## config.mk

```make
export PLATFORM = sky130hd
export DESIGN_NAME = sat_counter16
export DESIGN_NICKNAME = d
export VERILOG_FILES = /design/src/rtl/prbs8_checker_sat_counter16.sv
export SDC_FILE = /design/constraint.sdc
export NUM_CORES = 1
export LEC_CHECK = 0
export ABC_AREA = 1
export CAP_MARGIN = 20
export CORE_ASPECT_RATIO = 0.7
export CORE_MARGIN = 5
export CORE_UTILIZATION = 35
export CTS_BUF_LIST = sky130_fd_sc_hd__clkbuf_8
export DETAILED_ROUTE_END_ITERATION = 6
export SYNTH_ARGS = -nofsm -noshare
export SYNTH_HDL_FRONTEND = slang
export SYNTH_SLANG_ARGS = --single-unit
```

## constraint.sdc

```tcl
create_clock -name clk -period 1.8 [get_ports clk]
set_input_delay 0.27 -clock clk [delete_from_list [all_inputs] [get_ports clk]]
set_output_delay 0.27 -clock clk [all_outputs]
set_load 0.005 [all_outputs]
```

## src/rtl/prbs8_checker_sat_counter16.sv

```systemverilog
// sat_counter16: 16-bit saturating counter with clear-over-increment priority
module sat_counter16 (
  input  logic        clk,
  input  logic        rst_n,
  input  logic        clr,
  input  logic        inc,
  output logic [15:0] cnt
);
  logic [15:0] cnt_q, cnt_d;
  // clear wins; increment sticks at all-ones
  always_comb cnt_d = clr ? 16'd0 : (inc && cnt_q != 16'hFFFF) ? cnt_q + 16'd1 : cnt_q;
  // count register
  always_ff @(posedge clk or negedge rst_n)
    if (!rst_n) cnt_q <= 16'd0;
    else cnt_q <= cnt_d;
  assign cnt = cnt_q;
endmodule

```

==> out/summary.md <==
The run finished with clean final reports. For this run, the top clock speed supported by timing is 626.9 MHz. At the worst endpoint, the required time is 1990 ps.

The tools report the final antenna-violating net count as 0. In this run the power spent charging and discharging nets is 0.1684 mW. The core outline area was 2823 µm². For the initial antenna violation count, the log shows 0. The clock net in this run drives a total of 16 sinks. Setup repair after global routing left no endpoint under its margin. The worst reg2reg path startpoint was cnt[1]$_DFFE_PN0P_. The biggest area contributor in the post-synthesis netlist is sky130_fd_sc_hd__dfrtp_1. The min-delay analysis places its worst path in the category input port to async pin. Detailed placement ended at an HPWL of 1914 µm. After the last flow step, the layout net total stands at 178.

In the synthesized netlist the async set-or-reset flop fraction comes to 100.0%. In this run the horizontal extent of the chip is 75.07 µm. Of the total power, the share spent switching nets is 22.36%.

The die is 55.55 µm tall. For this design, the CTS-stage hold fixing added 0 buffers. In this run the count of I/O pins placed on the die edge is 20. The transition at the pin with the smallest max-transition slack was 474.7 ps. For this run, the slowest stage of the critical path takes 410 ps. In the synthesized netlist the dominant register cell turns out to be sky130_fd_sc_hd__dfrtp_1. The tool flagged a number of max-cap violations equal to 0. Per report_power, the sequential group accounts for 48.7% of the total. Synthesis handed over a netlist of 144 instances. Counting instances in the post-synthesis netlist gives the leading cell types as 55 x sky130_fd_sc_hd__nand2_1, 16 x sky130_fd_sc_hd__dfrtp_1, 14 x sky130_fd_sc_hd__nor2_1, 12 x sky130_fd_sc_hd__nand3_1, 11 x sky130_fd_sc_hd__inv_1. The register with the most flip-flops in the layout has 16 of them. The number of antenna diodes in the final layout is 0. From synthesis to final layout, the design area changed by 31.72%. For the pin count of the biggest net entering global routing, the log shows 17.

The tree is rooted in a sky130_fd_sc_hd__clkbuf_8. The hold violation total from the final report was 0; the endpoint arrival time on the critical path was 1790 ps. In this run, synthesis inferred 0 flip-flops with an integrated enable. The logs give 0 for the final setup violation count and 67 for the first-iteration detailed-routing DRC count. The slowest stage cell on the critical path was sky130_fd_sc_hd__dfrtp_1. The run gives 938 as the number of global-route vias before repair. TritonCTS built the clock tree.

STA classifies the critical path endpoint as a register. The flip-flop and latch count after synthesis is 16. The run gives 8.6% as the part of the total power dissipated in combinational logic.

The first global-routing pass estimated 4388 µm of wire. The clock skew after layout came out at 1.770 ps. The final critical path takes up 88.62% of the cycle. The global placement routability congestion was 0.8618; the mean area per synthesized cell was 7.203 µm². The endpoint identified for the worst register-to-register timing path is cnt[15]$_DFFE_PN0P_. Cells with a size suffix above 1 make up 13.37% of the layout.

Clock-pin slew was measured on the worst setup and hold paths at 60 ps. The most frequent cell after synthesis was sky130_fd_sc_hd__nand2_1. By area the synthesized netlist is led by sky130_fd_sc_hd__dfrtp_1 39%, sky130_fd_sc_hd__nand2_1 20%, sky130_fd_sc_hd__nand3_1 5.8%. The worst hold margin was 343.2 ps; the maximum vdd drop was 0.2479 mV. Counting cells, the worst reg-to-reg path comes to 9. The count of final max-slew check failures was 0; the cell leakage power was 0.6426 nW. The clock network fraction of total power is 42.7%, and the routed via count divided by cell count is 4.861.

The filler cell count was 274. Headroom to the max-slew limit came out at 68.11%. Along the worst path, the maximum fanout reaches 14. STA classifies the critical path startpoint as a register.

The share of Yosys cell area claimed by the top area cell type works out to 38.60%. The initial core utilization was 36.75%; the clock period minus worst slack was 1595 ps. The logs give 0 for the number of design rule violations left after detail routing and 2 for the largest buffer count on any clock path. For the share of synthesized area occupied by flip-flops and latches, the log shows 38.60%. The number of nets handed over by synthesis was 149. The clock latency of the later-clocked register in the worst-skew pair was 250 ps; the number of port buffers was 19.

The tools report the number of optimization iterations in the first detailed-route pass as 5. The sum of routed wire length over all layers came out at 2507 µm. The average detailed-routed wire length per instance was 12.05 µm; the synthesized cell area was 1037 µm². The Yosys step of the flow raised 0 warnings. Critical path start-end classification: register to register. Post-CTS setup-driven buffer insertion count: 0.

Internal power comes to 0.5848 mW. The detailed router placed 1011 vias in this run. Aggregate global-route resource usage: 13.51%. Cells fill 48.40% of the core in the end. In this run the power density over the cells is 551.2 nW/µm².

At the placement stage, the worst setup path has a slack of -163.1 ps. Walking the worst path, the cells encountered are ha_1 > nand2_2 > nor2_4 > nand2_4 > o21ai_4 > nand2_4 > inv_4 > nand2_1 > nand2_1. For the total congestion overflow, the log shows 0.

In this run, CTS created clock tree buffers numbering 3. Final worst-path setup slack: 204.9 ps. For flop-to-flop paths, the worst setup slack is 200 ps.

For the distinct cell type count after synthesis, the log shows 23. The floorplan has 16 rows. The logs give 1 for the number of H-tree levels and 4169 µm² for the die area.
logic make-up after synthesis:
kind of cell / share of synthesized area [%]
fa+ha+maj: 1.206
compound gates: 5.428
xor+xnor: 4.223
simple gates: 42.82
buf+inv: 7.719
flops: 38.60
power by group through the flow:
stage	clock, mW	combinational (mW)	sequential, mW
floorplan	0	0.0309	0.375
global placement	0	0.0647	0.373
detailed placement	0	0.0640	0.374
CTS	0.332	0.0647	0.367
global route	0.351	0.0724	0.367
finish	0.322	0.0646	0.367
routing by layer:
metal	routed length [µm]	vias up	GRT usage, %
met5	0	-	0
li1	-	515	-
met4	14	0	3.046
met2	1059	29	18.98
met3	170	2	5.072
met1	1262	465	19.40
per-stage QoR:
stage	instance area [µm²]	power [mW]	cells	TNS, ps
floorplan	1037	0.4055	144	0
global placement	1304	0.4380	204	-778.4
detailed placement	1304	0.4377	204	-1439
CTS	1361	0.7634	208	0
global route	1366	0.7909	208	0
finish	1366	0.7531	208	0
worst max path at each step:
stage                            start                   to  slack [ps]  depth (start not counted)
floorplan           cnt[0]$_DFFE_PN0P_   cnt[2]$_DFFE_PN0P_         320                          9
global placement    cnt[1]$_DFFE_PN0P_   cnt[0]$_DFFE_PN0P_         -90                          8
detailed placement  cnt[1]$_DFFE_PN0P_   cnt[8]$_DFFE_PN0P_        -160                          8
CTS                 cnt[1]$_DFFE_PN0P_   cnt[8]$_DFFE_PN0P_          80                          8
global route        cnt[1]$_DFFE_PN0P_  cnt[15]$_DFFE_PN0P_          20                          9
finish              cnt[1]$_DFFE_PN0P_  cnt[15]$_DFFE_PN0P_         200                          9
critical path: cells and delay by family (launching register included):
| kind | cells | cell delay, ps |
|---|---|---|
| fa+ha+maj | 1 | 190 |
| flops | 1 | 410 |
| simple gates | 6 | 600 |
| compound gates | 1 | 180 |
| buf+inv | 1 | 150 |
cell type report:
cell class | count | area [µm²] | share of cell area [%]
Clock buffer | 4 | 55.05 | 4.029
Inverter | 13 | 51.30 | 3.755
Multi-Input combinational cell | 112 | 564.3 | 41.30
Sequential cell | 16 | 400.4 | 29.30
Tap cell | 36 | 45.04 | 3.297
Timing Repair Buffer | 27 | 250.2 | 18.32
cells in the final DEF, fill, tap and decap left out:
master,instances
sky130_fd_sc_hd__nand3_1,12
sky130_fd_sc_hd__clkbuf_8,4
sky130_fd_sc_hd__o21ai_4,1
sky130_fd_sc_hd__inv_1,11
sky130_fd_sc_hd__a21oi_1,1
sky130_fd_sc_hd__ha_1,1
sky130_fd_sc_hd__o21bai_1,2
sky130_fd_sc_hd__inv_4,1
sky130_fd_sc_hd__nor2_1,13
sky130_fd_sc_hd__o21ai_0,4
sky130_fd_sc_hd__inv_2,1
sky130_fd_sc_hd__xnor2_1,2
sky130_fd_sc_hd__or2_2,1
sky130_fd_sc_hd__buf_4,8
sky130_fd_sc_hd__xor2_1,3
sky130_fd_sc_hd__clkdlybuf4s50_1,19
sky130_fd_sc_hd__nand2_4,2
sky130_fd_sc_hd__nand4_1,9
sky130_fd_sc_hd__nor3_1,1
sky130_fd_sc_hd__nand2_2,2
sky130_fd_sc_hd__nor2_4,3
sky130_fd_sc_hd__dfrtp_1,16
sky130_fd_sc_hd__nand2_1,55
repair_timing:
item,CTS,global route
gates resized for setup,1,1
gates cloned,0,0
endpoints found under the setup margin,13,10
Power figures use the tool's default switching activity.
